--- src/rtl/can_tx_arbiter.sv ---
// CAN transmit mailbox arbiter: picks the lowest CAN arbitration key among pending mailboxes.
// Define CAN_TX_RETRY_LIMIT_EN to drop a mailbox after 16 consecutive transmit errors.
module can_tx_arbiter #(
    parameter  int NUM_MB = 4,
    localparam int SEL_W  = $clog2(NUM_MB)
) (
    input  logic                     clk,
    input  logic                     rst,
    input  logic [NUM_MB-1:0]        mb_req,
    input  logic [NUM_MB-1:0][10:0]  mb_id_std,
    input  logic [NUM_MB-1:0][17:0]  mb_id_ext,
    input  logic [NUM_MB-1:0]        mb_ide,
    input  logic [NUM_MB-1:0]        mb_rtr,
    input  logic [NUM_MB-1:0]        mb_abort,
    input  logic                     bus_idle,
    input  logic                     tx_done,
    input  logic                     tx_arb_lost,
    input  logic                     tx_error,
    output logic                     tx_start,
    output logic [SEL_W-1:0]         tx_sel,
    output logic [NUM_MB-1:0]        mb_pending,
    output logic [NUM_MB-1:0]        mb_done,
    output logic [NUM_MB-1:0]        mb_aborted,
    output logic [NUM_MB-1:0]        mb_failed,
    output logic [1:0]               fsm_state
);

    typedef enum logic [1:0] {IDLE = 2'd0, SELECT = 2'd1, START = 2'd2, WAIT_TX = 2'd3} state_t;

    state_t             state, state_nxt;
    logic [NUM_MB-1:0]  pending, pending_nxt;
    logic [NUM_MB-1:0]  abort_def, abort_def_nxt;
    logic [NUM_MB-1:0]  done_nxt, aborted_nxt;
    logic [NUM_MB-1:0]  cand;
    logic [SEL_W-1:0]   win_idx;
    logic               win_found;
    logic [31:0]        best_key;
    logic               in_flight, done_ev, err_ev, lost_ev;

    // Bit order mirrors the on-wire arbitration field, so a numeric compare equals bus arbitration.
    function automatic logic [31:0] prio_key(input logic [10:0] id_s, input logic [17:0] id_e,
                                             input logic ide, input logic rtr);
        return {id_s, ide ? 1'b1 : rtr, ide, ide ? id_e : 18'd0, ide ? rtr : 1'b0};
    endfunction

    always_comb begin
        cand      = pending & ~mb_abort;
        win_idx   = '0;
        win_found = 1'b0;
        best_key  = '1;
        for (int i = 0; i < NUM_MB; i++) begin
            // Strict less-than keeps the lowest index on equal keys.
            if (cand[i] && (!win_found ||
                prio_key(mb_id_std[i], mb_id_ext[i], mb_ide[i], mb_rtr[i]) < best_key)) begin
                win_found = 1'b1;
                best_key  = prio_key(mb_id_std[i], mb_id_ext[i], mb_ide[i], mb_rtr[i]);
                win_idx   = SEL_W'(i);
            end
        end
    end

    assign in_flight = (state == START) || (state == WAIT_TX);
    assign done_ev   = (state == WAIT_TX) && tx_done;
    assign err_ev    = (state == WAIT_TX) && !tx_done && tx_error;
    assign lost_ev   = (state == WAIT_TX) && !tx_done && !tx_error && tx_arb_lost;

`ifdef CAN_TX_RETRY_LIMIT_EN
    logic [NUM_MB-1:0][3:0] err_cnt, err_cnt_nxt;
    logic [NUM_MB-1:0]      failed_nxt;
`endif

    always_comb begin
        pending_nxt   = pending;
        abort_def_nxt = abort_def;
        done_nxt      = '0;
        aborted_nxt   = '0;
`ifdef CAN_TX_RETRY_LIMIT_EN
        err_cnt_nxt   = err_cnt;
        failed_nxt    = '0;
`endif
        for (int i = 0; i < NUM_MB; i++) begin
            if (mb_abort[i] && pending[i]) begin
                if (in_flight && tx_sel == SEL_W'(i)) begin
                    abort_def_nxt[i] = 1'b1;
                end else begin
                    pending_nxt[i] = 1'b0;
                    aborted_nxt[i] = 1'b1;
`ifdef CAN_TX_RETRY_LIMIT_EN
                    err_cnt_nxt[i] = '0;
`endif
                end
            end else if (mb_req[i] && !pending[i] && !mb_abort[i]) begin
                pending_nxt[i] = 1'b1;
`ifdef CAN_TX_RETRY_LIMIT_EN
                err_cnt_nxt[i] = '0;
`endif
            end

            if (tx_sel == SEL_W'(i)) begin
                if (done_ev) begin
                    pending_nxt[i]   = 1'b0;
                    done_nxt[i]      = 1'b1;
                    abort_def_nxt[i] = 1'b0;
`ifdef CAN_TX_RETRY_LIMIT_EN
                    err_cnt_nxt[i]   = '0;
`endif
                end else if ((err_ev || lost_ev) && (abort_def[i] || mb_abort[i])) begin
                    pending_nxt[i]   = 1'b0;
                    aborted_nxt[i]   = 1'b1;
                    abort_def_nxt[i] = 1'b0;
`ifdef CAN_TX_RETRY_LIMIT_EN
                    err_cnt_nxt[i]   = '0;
                end else if (err_ev) begin
                    if (err_cnt[i] == 4'd15) begin
                        pending_nxt[i] = 1'b0;
                        failed_nxt[i]  = 1'b1;
                        err_cnt_nxt[i] = '0;
                    end else begin
                        err_cnt_nxt[i] = err_cnt[i] + 4'd1;
                    end
`endif
                end
            end
        end
    end

    always_comb begin
        state_nxt = state;
        case (state)
            IDLE:    if (|pending && bus_idle) state_nxt = SELECT;
            SELECT:  state_nxt = win_found ? START : IDLE;
            START:   state_nxt = WAIT_TX;
            WAIT_TX: if (tx_done || tx_error || tx_arb_lost) state_nxt = IDLE;
            default: state_nxt = IDLE;
        endcase
    end

    always_ff @(posedge clk) begin
        if (rst) begin
            state      <= IDLE;
            tx_sel     <= '0;
            pending    <= '0;
            abort_def  <= '0;
            mb_done    <= '0;
            mb_aborted <= '0;
        end else begin
            state      <= state_nxt;
            pending    <= pending_nxt;
            abort_def  <= abort_def_nxt;
            mb_done    <= done_nxt;
            mb_aborted <= aborted_nxt;
            if (state == SELECT && win_found) tx_sel <= win_idx;
        end
    end

`ifdef CAN_TX_RETRY_LIMIT_EN
    always_ff @(posedge clk) begin
        if (rst) begin
            err_cnt   <= '0;
            mb_failed <= '0;
        end else begin
            err_cnt   <= err_cnt_nxt;
            mb_failed <= failed_nxt;
        end
    end
`else
    assign mb_failed = '0;
`endif

    assign tx_start   = (state == START);
    assign mb_pending = pending;
    assign fsm_state  = state;

endmodule

--- config.mk ---
export PLATFORM = sky130hd
export DESIGN_NAME = can_tx_arbiter
export DESIGN_NICKNAME = d
export VERILOG_FILES = /design/src/rtl/can_tx_arbiter.sv
export SDC_FILE = /design/constraint.sdc
export NUM_CORES = 1
export LEC_CHECK = 0
export ABC_CLOCK_PERIOD_IN_PS = 8300
export CORE_AREA = 4 4 112 114
export CTS_CLUSTER_SIZE = 12
export DETAILED_ROUTE_END_ITERATION = 10
export DIE_AREA = 0 0 116 118
export PLACE_DENSITY_LB_ADDON = 0.1
export SLEW_MARGIN = 5
export SYNTH_ARGS = -nofsm -noshare
export SYNTH_HDL_FRONTEND = slang
export SYNTH_SLANG_ARGS = --single-unit
--- constraint.sdc ---
create_clock -name clk -period 8.3 [get_ports clk]
set_input_delay 1.66 -clock clk [delete_from_list [all_inputs] [get_ports clk]]
set_output_delay 1.66 -clock clk [all_outputs]
set_load 0.005 [all_outputs]
Word-level counts from Yosys, hierarchy flattened
Index checks and enable logic that the tools add are counted.
W data, S select, Z words.
{"block": "word_totals", "n_memories": 0, "word_cells": 179, "output_inout_bits": 21, "mem_bits_rw": 0, "mem_bits_ro": 0, "ff_bits": 20, "in_bits": 138, "latch_bits": 0}
{"block": "op_classes", "n_eq_ne": 8, "shift": 0, "reduce_logical": 62, "div": 0, "n_mul": 0, "mux": 91, "n_lt_le_gt_ge": 3, "n_bitwise": 6, "addsub": 0}
{"operator": "$lt A32 B32 Y1", "count": 3}
{"operator": "$mux W32", "count": 3}
{"operator": "$mux W1", "count": 78}
{"operator": "$mux W18", "count": 4}
{"operator": "$logic_and A1 B1 Y1", "count": 30}
{"operator": "$logic_not A1 Y1", "count": 13}
{"operator": "$logic_or A1 B1 Y1", "count": 11}
{"operator": "$mux W2", "count": 5}
{"operator": "$eq A2 B2 Y1 const B", "count": 4}
{"operator": "$pmux W2 S4", "count": 1}
{"operator": "$reduce_or A2 Y1", "count": 4}
{"operator": "$and A4 B4 Y4", "count": 1}
{"operator": "$eq A2 B1 Y1 const B", "count": 2}
{"operator": "$logic_not A2 Y1", "count": 2}
{"operator": "$not A1 Y1", "count": 4}
{"operator": "$not A4 Y4", "count": 1}
{"operator": "$reduce_or A4 Y1", "count": 1}
{"operator": "$ne A2 B1 Y1 const B", "count": 1}
{"operator": "$ne A2 B2 Y1 const B", "count": 1}
{"operator": "$reduce_and A2 Y1", "count": 1}

Longest topological paths before layout
Gate-level depths: netlist (run 1).
{"block": "depth", "depth_word": 17, "depth_mapped": 35, "ltp_nobuf": 29}

Least setup slack after synthesis (run 1)
Ideal clock, no wire load.
{"block": "synth_path", "kind": "input to register", "from": "input mb_abort[0]", "to": "register tx_sel[1]", "t_required_ps": 8221, "t_arrival_ps": 8826, "slack_ps": -606, "path_stages": 35, "path_cell_list": "nand2b_1 > clkbuf_1 > clkbuf_1 > buf_1 > nor2_1 > ha_1 > a21oi_2 > nand2_1 > a221o_1 > a211o_1 > o31ai_2 > nand2_2 > buf_2 > buf_2 > mux2i_1 > inv_1 > ha_1 > nand4_1 > nor4_1 > o211ai_1 > nand4_1 > nand2b_1 > nand2_1 > a21oi_2 > buf_6 > mux2_4 > ha_1 > a21o_1 > a21o_1 > a221o_1 > a221o_1 > o2111a_1 > o32ai_1 > a21oi_1 > a211oi_2"}
{"block": "synth_between", "elab_chain_len": 16}
{"item": "start: declaration", "line": "14", "source": "input logic [NUM_MB-1:0] mb_abort,"}
{"item": "$not A4 Y4 (*)", "line": "47", "source": "cand = pending & ~mb_abort;"}
{"item": "$and A4 B4 Y4 (*)", "line": "47"}
{"item": "$mux W32 / $mux W1 (equally long branches)", "line": "53", "source": "if (cand[i] && (!win_found ||"}
{"item": "$lt A32 B32 Y1 / $logic_not A1 Y1 (equally long branches)", "line": "54, 53"}
{"item": "$logic_or A1 B1 Y1", "line": "53"}
{"item": "$logic_and A1 B1 Y1", "line": "53"}
{"item": "$mux W32 / $mux W1 (equally long branches)", "line": "53"}
{"item": "$lt A32 B32 Y1 / $logic_not A1 Y1 (equally long branches)", "line": "54, 53"}
{"item": "$logic_or A1 B1 Y1", "line": "53"}
{"item": "$logic_and A1 B1 Y1", "line": "53"}
{"item": "$mux W32 / $mux W1 (equally long branches)", "line": "53"}
{"item": "$lt A32 B32 Y1 / $logic_not A1 Y1 (equally long branches)", "line": "54, 53"}
{"item": "$logic_or A1 B1 Y1", "line": "53"}
{"item": "$logic_and A1 B1 Y1", "line": "53"}
{"item": "$mux W1", "line": "53"}
{"item": "$logic_and A1 B1 Y1", "line": "152", "source": "if (state == SELECT && win_found) tx_sel <= win_idx;"}
{"item": "end signal: assignment", "line": "152"}
{"item": "end: declaration", "line": "20", "source": "output logic [SEL_W-1:0] tx_sel,"}
Every way passes the cells marked *; elsewhere a longest branch is shown, timed or not.
A chain may end at the register's enable or synchronous reset.

Final worst setup path (run 1)
Same ends and word-level chain as after synthesis.

==> qor.yml, run 1 <==
sta:
  clock_skew_ns: 0.00116
  hold_violations: 0
  finalMaxSlewViolations: 0
  finalCritPeriodShare_pct: 97.3
  worst_slew_pin_slew_ns: 0.931
  max_freq_mhz: 124
  fin_crit_ns: 8.08
  setup-violations-final: 0
  holdWs_ns: 0.507
  max_slew_margin_pct: 37.7
critical_path:
  crit_start: "mb_abort[0]"
  start_kind: "input port"
  cp.arrival_ns: 8.25
  worstPathRequired_ns: 8.47
  crit_fanout: 6
  slowest_stage: "a221o_1"
  worstReg2RegStart: "mb_pending[0]"
  critical_path_class: "input port to flip-flop"
  cp-end-kind: "flip-flop"
  cp_slowest_stage_delay_ns: 0.39
floorplanning:
  io_pins: 159
  die-area_um2: 13700
  rows: 39
  fp.dieH_um: 118
  die_width_um: 116
  core_um2: 11400
  start_util_pct: 39.9
power_and_ir_drop:
  peakVddDrop_v: 0.0000935
  p_total_uw: 584
  leakagePower_nw: 4.18
  power_density_nw_per_um2: 71.6
synthesis:
  synthTopCellsByArea: "ha_1 25%, dfxtp_1 8.8%, a21oi_1 6.5%, mux2i_1 6.2%, mux2_4 5.9%"
  postSynth.asyncResetShare_pct: 0
  syn_area_um2: 4550
  synth_top_area_share_pct: 25.3
  synth.distinct_cells: 60
  synth_seq_area_share_pct: 8.79
  synth_edf_count: 0
  synth_flop_cell: "dfxtp_1"
  netlist.top_cell.by_area: "ha_1"
  ys_seq_elements: 20
  synth.avg_cell_area_um2: 7.48
  yosys_warnings: 0
  postSynthCellCount: 609
final_layout:
  final_cell_area_um2: 8170
  areaGrowthSynthToFinish_pct: 79.3
  drive_gt1_share_pct: 29.4
  num_antenna_cells: 0
  final_net_count: 1111
  fin_cells: 1023
route:
  wl_per_cell_um: 16.7
  remaining_drc_errors: 0
  vias: 5468
  drtAntennaViolNets: 0
  via_per_inst: 5.35
  drt_iter0_markers: 355
  drtPass1Iterations: 4
  wirelength_um: 17100
cts:
  cts_root_buf: "clkbuf_16"
  path_clk_slew_ns: 0.06
  postCtsHoldBufs: 0
  cts.path.max_buffers: 2
  cts-buffers-inserted: 3
  clock_sinks: 20
  htreeDepth: 1
  clock_latency_ns: 0.25
  cts_tree: "yes"
global_routing:
  grt_first_pass_wirelength_um: 26200
  antenna_found_initial: 0
  track_usage_pct: 23.2
  grt_pass1_vias: 5648
  use_met1_pct: 28.3
  busiest_layer: "met2"
  met3_usage_pct: 2.78
  gr-total-overflow: 0
  grt_use_met2_pct: 40.6
  grt_start_max_net_pins: 25
placement:
  port_buffers: 154
  placed_area_um2: 6870
  place_inst: 969
  hpwl_um: 13300
  routabilityCongestion: 0.906
hold_path:
  min_from: "abort_def[1]"
  hold_class: "flip-flop to flip-flop"
outcome:
  status: "finished clean"
run:
  cap_violations: 0
==> area by class of cell <==
class | count | area, um2
inverters | 64 | 240
repair buffers | 290 | 2820
multi-input cells | 502 | 4420
flip-flops and latches | 20 | 400
well taps | 143 | 179
fillers | 891 | 3250
clock buffers | 3 | 75.1
clock inverters | 1 | 30.0
==> Yosys cell counts (all sizes together) (3+ instances only) <==
cell type / number
and2: 19
nand3: 10
o211ai: 6
mux2i: 28
nor2b: 13
a221o: 3
buf: 12
clkbuf: 14
nand2b: 5
o21ai: 20
nand2: 69
nor3: 11
nor4: 5
o21a: 9
a21o: 6
mux2: 34
inv: 64
or2: 3
dfxtp: 20
nor2: 47
ha: 92
nand4: 15
a211oi: 7
a21oi: 61
==> logic make-up (layout without fill, tap and decap cells) <==
group                      count (synthesis)  in the layout  synth area share (%)
and+or+nand+nor                          205            205                  21.7
AOI/OAI and AO/OA                        139            139                  19.9
adders and majority gates                 92             92                  25.3
buffers and inverters                     90            358                  8.19
muxes                                     62             62                  16.0
DFF                                       20             20                  8.79
other                                      1              4                0.0823
==> what timing repair did <==
action,in CTS,in global routing
setup buffers,31,15
pin swaps,10,39
cloned,5,1
resized for setup,61,78
endpoints found under the setup margin,2,2
==> critical path: cells and delay by family <==
kind / cells / cell delay, ns
compound gates: 13 / 3.01
fa+ha+maj: 3 / 0.73
buf+inv: 8 / 1.12
mux: 2 / 0.52
simple gates: 8 / 1.17
==> cell usage in the layout (no fill, tap or decap), types with 10 or more instances in the layout <==
master,synthesis,final
nor2_1,47,34
nand2_1,68,67
and2_1,19,19
clkdlybuf4s50_1,0,144
o21ai_0,19,13
a21oi_2,2,15
mux2i_1,28,14
mux2_2,13,10
mux2_4,18,21
dfxtp_1,20,20
a21oi_1,59,43
nand4_1,15,15
buf_4,4,116
inv_1,64,63
nor2b_1,13,12
ha_1,92,78
mux2i_4,0,10
ha_4,0,14
==> power breakdown <==
part	internal (mW)	total, mW	switching, mW
clock network	0.0957	0.135	0.0389
logic	0.200	0.345	0.145
registers	0.0988	0.104	0.00556
total	0.395	0.584	0.189
==> state kept, by name, indices dropped and copies added, names as in the netlist, named ones only <==
signal,flops
fsm_state,1
abort_def,4
tx_sel,2
mb_aborted,4
mb_done,4
mb_pending,4
==> routing by layer <==
| layer | vias up | part of all wire, % |
|---|---|---|
| met2 | 196 | 50 |
| met5 | - | 0 |
| met4 | 0 | 4.1 |
| met1 | 2500 | 40 |
| met3 | 43 | 5.7 |
| li1 | 2729 | - |
==> through the flow <==
| stage | util (%) | setup slack (ns) | TNS, ns |
|---|---|---|---|
| finish | 71.5 | 0.223 | 0 |
| global route | 71.5 | -0.0665 | -0.115 |
| CTS | 66.8 | 0.0130 | 0 |
| detailed placement | 60.2 | -0.567 | -1.04 |
| global placement | 60.2 | -0.413 | -0.747 |
| floorplan | - | 0.00231 | 0 |
==> worst paths after layout <==
path / to / slack, ns / depth (start not counted)
worst max-delay path: tx_sel[1] / 0.22 / 34
worst min-delay path: abort_def[1] / 0.51 / 1
worst max register to register: tx_sel[1] / 1.26 / 33
worst min register to register: abort_def[1] / 0.51 / 1
No activity file was read; power rests on OpenSTA's default activity.
==> run 2: changes to the inputs <==
--- a/config.mk
+++ b/config.mk
@@ -7,9 +7,11 @@
 export LEC_CHECK = 0
 export ABC_CLOCK_PERIOD_IN_PS = 8300
 export CORE_AREA = 4 4 112 114
+export CTS_BUF_LIST = sky130_fd_sc_hd__clkbuf_8 sky130_fd_sc_hd__clkbuf_16
 export CTS_CLUSTER_SIZE = 12
 export DETAILED_ROUTE_END_ITERATION = 10
 export DIE_AREA = 0 0 116 118
+export GPL_TIMING_DRIVEN = 0
 export PLACE_DENSITY_LB_ADDON = 0.1
 export SLEW_MARGIN = 5
 export SYNTH_ARGS = -nofsm -noshare
==> qor.yml, run 2 (synthesis results as in run 1) <==
route:
  drtPass1Iterations: 4
  via_per_inst: 5.37
  wirelength_um: 16000
  drt_iter0_markers: 284
  remaining_drc_errors: 0
  vias: 5113
  wl_per_cell_um: 16.8
  drtAntennaViolNets: 0
floorplanning:
  die_width_um: 116
  io_pins: 159
  core_um2: 11400
  start_util_pct: 39.9
  rows: 39
  fp.dieH_um: 118
  die-area_um2: 13700
critical_path:
  critical_path_class: "input port to flip-flop"
  crit_start: "mb_abort[0]"
  cp-end-kind: "flip-flop"
  r2r_end: "tx_sel[1]"
  critPathBufInv: 8
  worstRegToRegCells: 35
  slowest_stage: "a211o_1"
  worstPathRequired_ns: 8.47
  start_kind: "input port"
  rrSetupSlack_ns: 1.04
  cp.arrival_ns: 8.48
  worstReg2RegStart: "mb_pending[0]"
  crit_top_cell: "buf_8"
  crit_fanout: 7
  critPathTopFamily: "compound AO/OA/AOI/OAI gates"
  cp_slowest_stage_delay_ns: 0.35
cts:
  cts.path.max_buffers: 2
  htreeDepth: 1
  path_clk_slew_ns: 0.05
  cts-buffers-inserted: 3
  cts_root_buf: "clkbuf_16"
  clock_latency_ns: 0.25
  clock_sinks: 20
  postCtsHoldBufs: 0
  cts_tree: "yes"
final_layout:
  drive_gt1_share_pct: 20.6
  num_antenna_cells: 0
  final_net_count: 1041
  final_cell_area_um2: 7370
  fin_cells: 953
  final_cell_mix: "147 x clkdlybuf4s50_1, 74 x ha_1, 67 x nand2_1"
  mostFrequentLayoutCell: "clkdlybuf4s50_1"
  areaGrowthSynthToFinish_pct: 61.9
placement:
  hpwl_um: 12700
  routabilityCongestion: 0.884
  placed_area_um2: 6320
  port_buffers: 154
  pre_cts_slack_ns: -2.08
  place_inst: 909
hold_path:
  hold_class: "flip-flop to flip-flop"
  min_from: "abort_def[1]"
  hold_depth: 1
  min_to: "abort_def[1]"
sta:
  finalMaxSlewViolations: 0
  holdWs_ns: 0.498
  worst_slack_ns: -0.0142
  hold_violations: 0
  setup_tns_ns: -0.0142
  worst_slew_pin_slew_ns: 0.577
  max_slew_margin_pct: 61.2
  clock_skew_ns: 0.00111
  max_freq_mhz: 120
  finalCritPeriodShare_pct: 100
  fin_crit_ns: 8.31
  setup-violations-final: 1
  rsz0062_at_grt: "yes"
global_routing:
  gr-total-overflow: 0
  grt_first_pass_wirelength_um: 25100
  track_usage_pct: 22.2
  grt_pass1_vias: 5273
  antenna_found_initial: 0
  grt_start_max_net_pins: 12
power_and_ir_drop:
  peakVddDrop_v: 0.0000913
  power_density_nw_per_um2: 71.2
  leakagePower_nw: 3.72
run:
  cap_violations: 0
outcome:
  violations: "negative setup slack"
  status: "finished, violations left"
run 2: worst max path at each step:
stage | end | slack (ns) | cells after the start
floorplan | tx_sel[1] | 0.002 | 35
global placement | tx_sel[1] | -2.03 | 36
detailed placement | tx_sel[1] | -2.08 | 36
CTS | tx_sel[1] | -0.1 | 36
global route | tx_sel[1] | -0.36 | 36
finish | tx_sel[1] | -0.01 | 36
run 2: power by group:
part	switching [mW]	leakage (nW)	internal [mW]
Clock	0.0348	0.0442	0.0734
Combinational	0.138	3.51	0.176
Sequential	0.00368	0.162	0.0989
run 2: per-stage QoR:
| stage | utilization [%] | total power, mW |
|---|---|---|
| after CTS | 62.3 | 0.511 |
| final | 64.6 | 0.525 |
| after global routing | 64.6 | 0.560 |
| after global placement | 55.3 | 0.358 |
| after floorplan | - | 0.248 |
| after detailed placement | 55.3 | 0.364 |
run 2: cell type report:
class / instances / area [um2]
buffer: 25 / 243
clock buffer: 4 / 88.8
timing repair buffer: 195 / 1910
multi-input combinational: 502 / 4310
inverter: 64 / 240
sequential: 20 / 400
tap: 143 / 179
fill: 1006 / 4050
run 2: repair_timing:
item / 4_1_cts / 5_1_grt
setup endpoints to repair: 2 / 2
gates cloned: 2 / 0
resized for setup: 97 / 36
pin swaps: 34 / 37
setup buffers: 26 / 13
run 2: layer usage:
layer  up-vias  global-route usage, %  share of wire [%]
met4         0                   5.08                2.2
li1       2582                      -                  -
met3        27                   2.52                4.7
met1      2356                   27.9                 43
met2       148                   40.0                 50
met5         -                      0                  0
==> run 3: changes to the inputs <==
--- a/config.mk
+++ b/config.mk
@@ -13,7 +13,9 @@
 export DIE_AREA = 0 0 116 118
 export GPL_TIMING_DRIVEN = 0
 export PLACE_DENSITY_LB_ADDON = 0.1
+export REMOVE_ABC_BUFFERS = 1
 export SLEW_MARGIN = 5
 export SYNTH_ARGS = -nofsm -noshare
 export SYNTH_HDL_FRONTEND = slang
 export SYNTH_SLANG_ARGS = --single-unit
+export TNS_END_PERCENT = 20
==> qor.yml, run 3 (synthesis results as in run 1) <==
cts:
  cts_root_buf: "clkbuf_16"
  cts.path.max_buffers: 2
  clock_latency_ns: 0.25
  cts_tree: "yes"
  clock_sinks: 20
  htreeDepth: 1
  cts-buffers-inserted: 3
  path_clk_slew_ns: 0.06
sta:
  worst_slew_pin_slew_ns: 0.906
  hold_violations: 0
  rsz0062_at_grt: "yes"
  finalCritPeriodShare_pct: 99.9
  max_freq_mhz: 121
  setup-violations-final: 0
  clock_skew_ns: 0.00283
  finalMaxSlewViolations: 0
  fin_crit_ns: 8.29
  worst_slack_ns: 0.0104
  max_slew_margin_pct: 39.4
placement:
  hpwl_um: 11500
  port_buffers: 154
  pre_cts_slack_ns: -3.36
  routabilityCongestion: 0.857
  placed_area_um2: 6190
route:
  drtAntennaViolNets: 0
  wirelength_um: 15000
  drt_iter0_markers: 239
  via_per_inst: 5.42
  vias: 5001
  wl_per_cell_um: 16.2
  drtPass1Iterations: 5
  remaining_drc_errors: 0
hold_path:
  min_from: "abort_def[1]"
  min_to: "abort_def[1]"
  hold_depth: 1
  hold_class: "flip-flop to flip-flop"
outcome:
  status: "finished clean"
floorplanning:
  start_util_pct: 39.9
  fp.dieH_um: 118
  rows: 39
  die-area_um2: 13700
  io_pins: 159
  core_um2: 11400
  die_width_um: 116
global_routing:
  gr-total-overflow: 0
  grt_first_pass_wirelength_um: 23800
  antenna_found_initial: 0
  grt_pass1_vias: 5263
  track_usage_pct: 20.8
  grt_start_max_net_pins: 25
final_layout:
  num_antenna_cells: 0
  mostFrequentLayoutCell: "clkdlybuf4s50_1"
  post-route-util_pct: 60.5
  drive_gt1_share_pct: 16.2
  final_cell_mix: "149 x clkdlybuf4s50_1, 85 x ha_1, 67 x nand2_1"
  final_cell_area_um2: 6910
  num-fill-cells: 1046
  areaGrowthSynthToFinish_pct: 51.6
  final_net_count: 1010
critical_path:
  worstReg2RegStart: "mb_pending[0]"
  cp-end-kind: "flip-flop"
  start_kind: "input port"
  worstRegToRegCells: 33
  cp_slowest_stage_delay_ns: 0.45
  slowest_stage: "nor4_4"
  r2r_end: "tx_sel[1]"
  worstPathRequired_ns: 8.47
  crit_start: "mb_abort[0]"
  crit_fanout: 7
  rrSetupSlack_ns: 0.95
  cp.arrival_ns: 8.46
  critical_path_class: "input port to flip-flop"
power_and_ir_drop:
  peakVddDrop_v: 0.0000974
  power_density_nw_per_um2: 72.4
  leakagePower_nw: 3.57
run:
  cap_violations: 0
==> run 3: changes by cell type in the layout (fill, tap and decap cells not counted), sizes merged <==
cell,previous run,this run
dlygate4sd2,1,2
buf,54,35
nand2b,5,6
dlymetal6s2s,4,0
nand2,69,70
clkbuf,18,5
clkdlybuf4s50,147,149
==> run 3: metrics by stage <==
step | cells | power (mW) | TNS, ns | hold slack [ns]
after floorplan | 586 | 0.239 | -2.77 | 0.457
after global placement | 883 | 0.349 | -8.18 | 0.464
after detailed placement | 884 | 0.357 | -6.63 | 0.480
after CTS | 908 | 0.481 | 0 | 0.494
after global routing | 922 | 0.533 | -0.451 | 0.516
final | 922 | 0.500 | 0 | 0.489
==> run 3: how the worst max path moves through the flow <==
| stage | endpoint |
|---|---|
| 6_report | tx_sel[1] |
| 5_1_grt | tx_sel[1] |
| 4_1_cts | tx_sel[1] |
| 3_5_place_dp | tx_sel[1] |
| 3_3_place_gp | tx_sel[1] |
| 2_1_floorplan | tx_sel[1] |
==> run 3: cell type report <==
cell class              count  area (um2)  area share [%]
multi-input cells         504        4140            60.0
repair buffers            187        1850            26.9
flip-flops and latches     20         400            5.80
clock buffers               4        88.8            1.29
inverters                  64         240            3.48
well taps                 143         179            2.59
==> run 3: worst max-delay path, delay by kind of cell <==
kind / cells / cell delay (ns)
AO/OA/AOI/OAI: 15 / 3.15
AND/OR/NAND/NOR: 8 / 1.58
buffers and inverters: 6 / 0.80
adder cells (fa/ha/maj): 3 / 0.70
multiplexers: 2 / 0.52
==> run 3: power by group <==
group	total, mW	leakage (nW)	internal (mW)	switching (mW)
sequential	0.105	0.162	0.0989	0.00596
clock	0.109	0.0442	0.0734	0.0354
combinational	0.287	3.37	0.161	0.125
==> run 3: per-layer routing <==
metal,part of all wire (%),track usage (%)
met5,0,0
met4,2.4,4.57
met3,4.9,1.75
met2,49,37.6
met1,44,26.2
==> run 3: what timing repair did <==
item,CTS,global route
endpoints found under the hold margin,0,0
gates resized for setup,55,33
setup buffers,18,14
pin swaps,19,21
endpoints found under the setup margin,2,2
gates cloned,2,0
hold buffers,0,0
